$ cat src/rtl/seg7_pkg.sv
// seg7_pkg: shared types and constants for the seven-segment scan controller.
//   scan_state_t : scan FSM states
//   NUM_DIGITS   : digits on the display
//   SEG_LUT      : hex nibble -> abcdefg (bit 6 = a, bit 0 = g), active-high
package seg7_pkg;

    typedef enum logic [1:0] {
        S_IDLE,
        S_BLANK,
        S_SHOW
    } scan_state_t;

    localparam int NUM_DIGITS = 4;

    // Entry 15 first so SEG_LUT[nib] indexes naturally.
    localparam logic [15:0][6:0] SEG_LUT = {
        7'h47, 7'h4F, 7'h3D, 7'h4E, 7'h1F, 7'h77, 7'h7B, 7'h7F,
        7'h70, 7'h5F, 7'h5B, 7'h33, 7'h79, 7'h6D, 7'h30, 7'h7E
    };

endpackage

$ cat src/rtl/seg7_decode.sv
// seg7_decode: combinational hex nibble to seven-segment pattern.
//   nib : in  4-bit hex digit
//   seg : out abcdefg, active-high, bit 6 = a
module seg7_decode
    import seg7_pkg::*;
(
    input  logic [3:0] nib,
    output logic [6:0] seg
);

    assign seg = SEG_LUT[nib];

endmodule

$ cat src/rtl/seg7_scan_ctrl.sv
// seg7_scan_ctrl: time-multiplexed 4-digit seven-segment scan controller.
// Cycles BLANK -> SHOW per digit, PWM-gates the digit enable for brightness,
// optionally suppresses leading zeros, and double-buffers the displayed value
// so a frame is never torn.
//   ledclk     : in  clock
//   rst        : in  async active-high reset
//   en         : in  scan enable; low forces IDLE with outputs off
//   load       : in  strobe, captures value into the shadow register
//   value      : in  16-bit value, digit i = value[4i+3:4i]
//   bright     : in  on-time = (bright+1)/16 of DWELL
//   lz_blank   : in  leading-zero blanking enable
//   abcdefg    : out segments (registered)
//   digit      : out one-hot digit select (registered)
//   frame_done : out one-cycle pulse at end of digit 3 SHOW (registered)
module seg7_scan_ctrl
    import seg7_pkg::*;
#(
    parameter int DWELL = 16,
    parameter int BLANK = 2
) (
    input  logic        ledclk,
    input  logic        rst,
    input  logic        en,
    input  logic        load,
    input  logic [15:0] value,
    input  logic [3:0]  bright,
    input  logic        lz_blank,
    output logic [6:0]  abcdefg,
    output logic [3:0]  digit,
    output logic        frame_done
);

    // One counter serves both phases, so size it for the longer one.
    localparam int CMAX = (DWELL > BLANK) ? DWELL : BLANK;
    localparam int CW   = $clog2(CMAX + 1);
    localparam int STEP = DWELL / 16;

    localparam logic [CW-1:0] BLANK_LAST = CW'(BLANK - 1);
    localparam logic [CW-1:0] DWELL_LAST = CW'(DWELL - 1);

    scan_state_t state, state_n;
    logic [1:0]    idx, idx_n;
    logic [CW-1:0] cnt, cnt_n;

    logic [15:0] shadow, active;
    logic        pend;

    logic [6:0] abc_n;
    logic [3:0] dig_n;
    logic       fd_n;

    logic [NUM_DIGITS-1:0][6:0] seg_all;
    logic [NUM_DIGITS-1:0]      lz_zero;
    logic [31:0]                on_lim;

    for (genvar i = 0; i < NUM_DIGITS; i++) begin : g_dec
        seg7_decode u_dec (
            .nib (active[4*i +: 4]),
            .seg (seg_all[i])
        );
    end

    // lz_zero[i]: nibbles i..3 of the active value are all zero.
    // Digit 0 always shows, so its flag is tied low.
    assign lz_zero[0] = 1'b0;
    for (genvar i = 1; i < NUM_DIGITS; i++) begin : g_lz
        assign lz_zero[i] = (active[15:4*i] == '0);
    end

    assign on_lim = (32'(bright) + 32'd1) * 32'(STEP);

    always_comb begin
        state_n = state;
        idx_n   = idx;
        cnt_n   = cnt;
        abc_n   = '0;
        dig_n   = '0;
        fd_n    = 1'b0;
        if (!en) begin
            state_n = S_IDLE;
            idx_n   = '0;
            cnt_n   = '0;
        end else begin
            case (state)
                S_IDLE: begin
                    state_n = S_BLANK;
                    idx_n   = '0;
                    cnt_n   = '0;
                end
                S_BLANK: begin
                    if (cnt == BLANK_LAST) begin
                        state_n = S_SHOW;
                        cnt_n   = '0;
                    end else begin
                        cnt_n = cnt + CW'(1);
                    end
                end
                S_SHOW: begin
                    // Segments held for the whole dwell; only the digit
                    // enable is PWM-gated.
                    abc_n = (lz_blank && lz_zero[idx]) ? 7'd0 : seg_all[idx];
                    dig_n[idx] = (32'(cnt) < on_lim);
                    if (cnt == DWELL_LAST) begin
                        state_n = S_BLANK;
                        cnt_n   = '0;
                        idx_n   = idx + 2'd1;
                        fd_n    = (idx == 2'd3);
                    end else begin
                        cnt_n = cnt + CW'(1);
                    end
                end
                default: begin
                    state_n = S_IDLE;
                    idx_n   = '0;
                    cnt_n   = '0;
                end
            endcase
        end
    end

    always_ff @(posedge ledclk or posedge rst) begin
        if (rst) begin
            state      <= S_IDLE;
            idx        <= '0;
            cnt        <= '0;
            abcdefg    <= '0;
            digit      <= '0;
            frame_done <= 1'b0;
            shadow     <= '0;
            active     <= '0;
            pend       <= 1'b0;
        end else begin
            state      <= state_n;
            idx        <= idx_n;
            cnt        <= cnt_n;
            abcdefg    <= abc_n;
            digit      <= dig_n;
            frame_done <= fd_n;
            if (load) begin
                shadow <= value;
            end
            // Transfer only at the frame boundary. A load in the same cycle
            // lands in shadow after the old shadow moves, keeping pend set.
            if (fd_n && pend) begin
                active <= shadow;
                pend   <= load;
            end else if (load) begin
                pend <= 1'b1;
            end
        end
    end

endmodule

$ cat config.mk
export PLATFORM = sky130hd
export DESIGN_NAME = seg7_scan_ctrl
export DESIGN_NICKNAME = d
export VERILOG_FILES = /design/src/rtl/seg7_pkg.sv /design/src/rtl/seg7_decode.sv /design/src/rtl/seg7_scan_ctrl.sv
export SDC_FILE = /design/constraint.sdc
export NUM_CORES = 1
export LEC_CHECK = 0
export ABC_AREA = 0
export BUFFER_PORTS_ARGS = -buffer_cell sky130_fd_sc_hd__buf_2
export CORE_ASPECT_RATIO = 1.2
export CORE_MARGIN = 4
export CORE_UTILIZATION = 50
export DETAILED_ROUTE_END_ITERATION = 10
export PLACE_DENSITY = 0.77
export SLEW_MARGIN = 20
export SYNTH_ARGS = -nofsm -noshare
export SYNTH_HDL_FRONTEND = slang
export SYNTH_SLANG_ARGS = --single-unit
export TNS_END_PERCENT = 20
$ cat constraint.sdc
create_clock -name ledclk -period 2.9 [get_ports ledclk]
set_input_delay 0.29 -clock ledclk [delete_from_list [all_inputs] [get_ports ledclk]]
set_output_delay 0.29 -clock ledclk [all_outputs]
set_load 0.05 [all_outputs]
## After elaboration in Yosys (flattened, before gate mapping)

Memory sizes are Yosys's and may differ from the RTL's.
Cells that the tools add are included.

- Memories kept: 4
- Register bits after elaboration: 54
- Logic and storage cells: 73
- Output and inout bits: 12
- ROM bits: 448

- Bitwise operators: 1
- Equal/unequal tests: 8
- Magnitude comparators: 7
- $add $sub $neg: 3
- Mux-type cells: 31
- Reduce and logical (&&, ||, !) cells: 10

Memories:

| name | depth | bits a word | read ports | clocked after Yosys merged registers in | wr ports | RTL line | RTL |
|---|---|---|---|---|---|---|---|
| (name not given) | 16 | 7 | 1 | 0 | 0 | seg7_decode.sv:11 | `assign seg = SEG_LUT[nib];` |
| (name not given) | 16 | 7 | 1 | 0 | 0 | seg7_decode.sv:11 |  |
| (name not given) | 16 | 7 | 1 | 0 | 0 | seg7_decode.sv:11 |  |
| (name not given) | 16 | 7 | 1 | 0 | 0 | seg7_decode.sv:11 |  |

Operators by type and width:

| kind | count |
|---|---|
| $mux 7 | 8 |
| $lt 4x5->1 const B | 4 |
| $mux 5 | 3 |
| $bmux 7 s2 | 1 |
| $logic_not 12->1 | 1 |
| $mux 2 | 5 |
| $pmux 5 s2 | 1 |
| $logic_not 8->1 | 1 |
| $mux 4 | 2 |
| $mux 1 | 7 |
| $ne 3x3->1 const B | 2 |
| $pmux 2 s3 | 1 |
| $add 4x1->5 const B | 1 |
| $add 5x1->5 const B | 1 |
| $eq 5x1->1 const B | 1 |
| $eq 5x4->1 const B | 1 |
| $lt 5x5->1 | 1 |
| $and 4x4->4 | 1 |
| $eq 2x2->1 const B | 2 |
| $logic_not 4->1 | 1 |
| $pmux 2 s2 | 1 |
| $reduce_and 2->1 | 2 |
| $logic_and 1x1->1 | 3 |
| $lt 2x3->1 const B | 1 |
| other kinds (8) | 8 |

## Logic depth before layout (Yosys ltp)

- Word-level depth: 7
- Depth in mapped cells: 9
- Gate-level depth less buffers: 8

## Modules after synthesis

From an unflattened synthesis, not the netlist that was laid out.

- Cell total of the unflattened synthesis: 319
- Area, all modules: 3,706.1 µm²

By module, submodules not included:

| module | area each (µm²) | instances | seq. area each (µm²) | cells an instance |
|---|---|---|---|---|
| seg7_scan_ctrl | 2,557.5 | 1 | 1,351.3 | 187 |
| seg7_decode (g_dec[1].u_dec ...) | 287.8 | 2 | 0.0 | 33 |
| seg7_decode (g_dec[2].u_dec) | 290.3 | 1 | 0.0 | 33 |
| seg7_decode (g_dec[0].u_dec) | 282.8 | 1 | 0.0 | 33 |

## Worst setup path after synthesis

No wires, ideal clock.

- Path kind: flip-flop to flip-flop
- Start: reg cnt[0]
- End: reg active[10]
- Stages on the path, launching flop included: 10
- Data arrival time: 1.697 ns
- Path slack: 1.078 ns
- Library setup time: 0.125 ns
- Required time: 2.775 ns
- Path buffers: 1
- Path through: dfrtp_1 > ha_1 > nand3_1 > inv_1 > ha_1 > nand2_1 > nor2_2 > nand2_2 > buf_6 > mux2_2

- Cells in the longest elaborated chain, start to end: 5

Ends and longest elaborated chain:

| element | RTL line | RTL |
|---|---|---|
| from (decl) | seg7_scan_ctrl.sv:43 | `logic [CW-1:0] cnt, cnt_n;` |
| from (signal assigned) | seg7_scan_ctrl.sv:135 | `cnt <= cnt_n;` |
| $eq 5x4->1 | seg7_scan_ctrl.sv:103 | `if (cnt == DWELL_LAST) begin` |
| $mux 1 | seg7_scan_ctrl.sv:103 |  |
| $mux 1 | seg7_scan_ctrl.sv:84 | `case (state)` |
| $mux 1 | seg7_scan_ctrl.sv:79 | `if (!en) begin` |
| via fd_n | seg7_scan_ctrl.sv:50 | `logic fd_n;` |
| $logic_and 1x1->1 | seg7_scan_ctrl.sv:144 | `if (fd_n && pend) begin` |
| to (signal assigned) | seg7_scan_ctrl.sv:145 | `active <= shadow;` |
| to (decl) | seg7_scan_ctrl.sv:45 | `logic [15:0] shadow, active;` |

The timed path passes the listed nets, and every way through them passes these cells.
A chain may end at the register's enable or synchronous reset.

## Final worst setup path

- Start: reg cnt[0]
- End: reg active[13]

The elaborated chain is that of the path after synthesis.

==> summary.txt <==
Outcome
  • Status: finished, final reports clean

CTS
  • CTS tree: built
  • Setup repair bufs after CTS: 0
  • Cts hold-fix bufs: 0
  • Clk buf depth: 2
  • Clock Sink Count: 54
  • Resized cells post-CTS: 0
  • Root Driver: clkbuf_8
  • Worst-Skew Late Latency: roughly 0.33 ns
  • TritonCTS Buffers: 5
  • Worst-path clk slew: approximately 0.10 ns
  • H-tree depth: 2

Setup path
  • Startpoint Class: register
  • R2r setup slk: just under 0.9 ns
  • Max Fanout on Critical Path: 16
  • Crit-path cells: ha_1 -> nand3_1 -> inv_1 -> ha_1 -> nand2_1 -> nor2_2 -> nand2_2 -> mux2_2
  • RR Endpoint: active[13]
  • CP dominant cell by count: ha_1
  • Crit path kind: register to register
  • Setup crit end kind: register
  • Worst r2r path cells: 8
  • Worst Path Arrival: around 2.2 ns
  • Top delay family on crit path: simple AND/OR/NAND/NOR gates
  • Max incr delay on CP: roughly 0.43 ns
  • CP bufs+invs: 1
  • CP max-delay cell: dfrtp_1
  • Req. time, crit path: between 3 and 4 ns
  • R2R Path Start: cnt[0]

Floorplan
  • Site Rows: 33
  • Core Area: ~0.0069 sq mm
  • Die H: ~100 um
  • DIE AREA: about 0.0085 sq mm
  • Chip Width: approximately 85 um
  • Starting density of the core: approximately half
  • Top Ports: 37

Finish
  • Final core occ: 56.7%
  • # fillers: between 500 and 600
  • Nets@finish: 429
  • Diode count: 0
  • Area growth from synthesis to layout: 9.76%
  • Share of cells above drive strength 1: between 20% and 30%

Hold path
  • Worst hold path type: input port to async pin

STA
  • Slew HR: 55.5%
  • Sum of negative setup slack: 0 ns
  • Least-Margin Pin Slew: 0.667 ns
  • Setup Skew: ~0.0074 ns
  • Slew Viols, Final: 0
  • Final WS setup: between 0.8 and 0.9 ns
  • Hold Fails Final Rpt: 0
  • Final min period: 2.01 ns
  • # setup viols final: 0
  • Final period utilization: between 60 and 70%
  • RSZ-0062 raised after global routing: false
  • Fmax: between 0.4 and 0.5 GHz

Synth
  • Area leader, netlist: dfrtp_1
  • Average size of a mapped cell: 10.7 sq um
  • Ys async rst share: between 90% and 100%
  • Distinct cells, synth: between 40 and 50
  • Sequential area share after synthesis: between 30% and 40%
  • EDFF count, synth: 0
  • Synth Net Count: 398
  • Yosys Warn Count: 0
  • #FFs+latches synth: 54
  • Top cell type's share of synthesized area: a little under two fifths
  • Top cells by count, synth: dfrtp_1, ha_1, mux2_2
  • Synthesized instance count: around 330
  • Most common cell in the netlist: dfrtp_1
  • Synth top area cells: dfrtp_1, ha_1, mux2_2, inv_1, mux4_2
  • Synth Cell Area: between 0.003 and 0.004 sq mm
  • Ys flop type: dfrtp_1

Power and ir drop
  • Leakage power: ~1.8 nW
  • P per Cell Area: 426 mW/mm^2
  • Peak supply drop: 0.249 mV

Placed design
  • IO buf count: 36
  • Pre-CTS WS: 0.904 ns
  • Gpl congestion: ~0.87
  • Dpl hpwl: between 5000 and 6000 um

Route
  • Post-route ant nets: 0
  • Vias: 2,508
  • Drt drc: 0
  • Drt pass-1 iters: 5
  • Avg WL per Cell: between 10 and 15 um
  • Post-Route WL: between 6000 and 7000 um
  • Vias/cell: roughly 5.6
  • Starting DRT DRC Count: between 200 and 250

Global routing
  • Initial antenna violation count: 0
  • Gr usage total: roughly 17%
  • Largest net degree at the start of global routing: 55
  • Grt ovf: 0
  • Vias in the first global route: ~2,500
  • First-pass GRT wire length: 11,800 um

Run
  • Max-cap violation count: 0
## registers in the layout, summed over array words and instances, names as in the netlist
name        count
digit           4
pend            1
active         16
frame_done      1
abcdefg         7
state           2
cnt             5
shadow         16
idx             2
## how the worst max path moves through the flow
| stage | from | end | slack [ns] | depth (start not counted) |
|---|---|---|---|---|
| after floorplan | cnt[0] | active[10] | 1.08 | 9 |
| after global placement | cnt[0] | active[9] | 0.97 | 8 |
| after detailed placement | cnt[0] | active[13] | 0.90 | 8 |
| after CTS | cnt[0] | active[13] | 0.88 | 8 |
| after global routing | cnt[0] | active[15] | 0.69 | 8 |
| final | cnt[0] | active[13] | 0.89 | 8 |
## layout by cell type (no fill, tap or decap), types with 10 or more instances in the layout
cell type  synthesis  final
o21ai_0           11     11
buf_2              7     36
dfrtp_1           54     54
nor2b_1           13     13
mux2_2            41     41
nor2_1            19     19
ha_1              41     41
inv_1             29     28
nand3b_1          10     10
nand2_1           10     10
## cell type report
type	instances	area (sq um)	area share, %
multi-input combinational	234	2030	51.8
clock buffer	5	68.8	1.76
tap	87	109	2.78
inverter	30	113	2.88
clock inverter	3	47.5	1.22
timing repair buffer	38	195	4.99
sequential	54	1350	34.5
## through the flow
stage               instances  total power [mW]  hold slack [ns]  area (sq um)
finish                    451              1.67            0.127          3910
detailed placement        443              1.15            0.492          3790
CTS                       451              1.68            0.168          3910
global placement          443              1.14            0.486          3790
floorplan                 332              1.07            0.422          3560
global route              451              1.74            0.189          3910
## metal layers
layer / routed length [um] / share of wire (%) / global-route usage [%]
met2: 3350 / 50 / 28.6
met3: 325 / 4.8 / 2.62
met5: 0 / 0 / 0
met4: 136 / 2.0 / 6.70
met1: 2940 / 44 / 21.7
## kinds of logic after synthesis
family | Yosys count | synth area share (%)
buffers and inverters | 44 | 5.20
flip-flops | 54 | 37.9
AND/OR/NAND/NOR | 78 | 11.9
AO/OA/AOI/OAI | 58 | 11.9
adder cells (fa/ha/maj) | 41 | 14.4
multiplexers | 53 | 17.7
XOR/XNOR | 4 | 0.983
## where the power goes
group	switching, mW	internal (mW)	leakage, nW
Combinational	0.185	0.117	1.01
Clock	0.271	0.264	0.0591
Sequential	0.0277	0.801	0.710
## tightest hold or removal path, delay by kind of cell
kind	cells	cell delay (ns)
buffers and inverters	3	0.66
(Power assumes the default switching activity.)
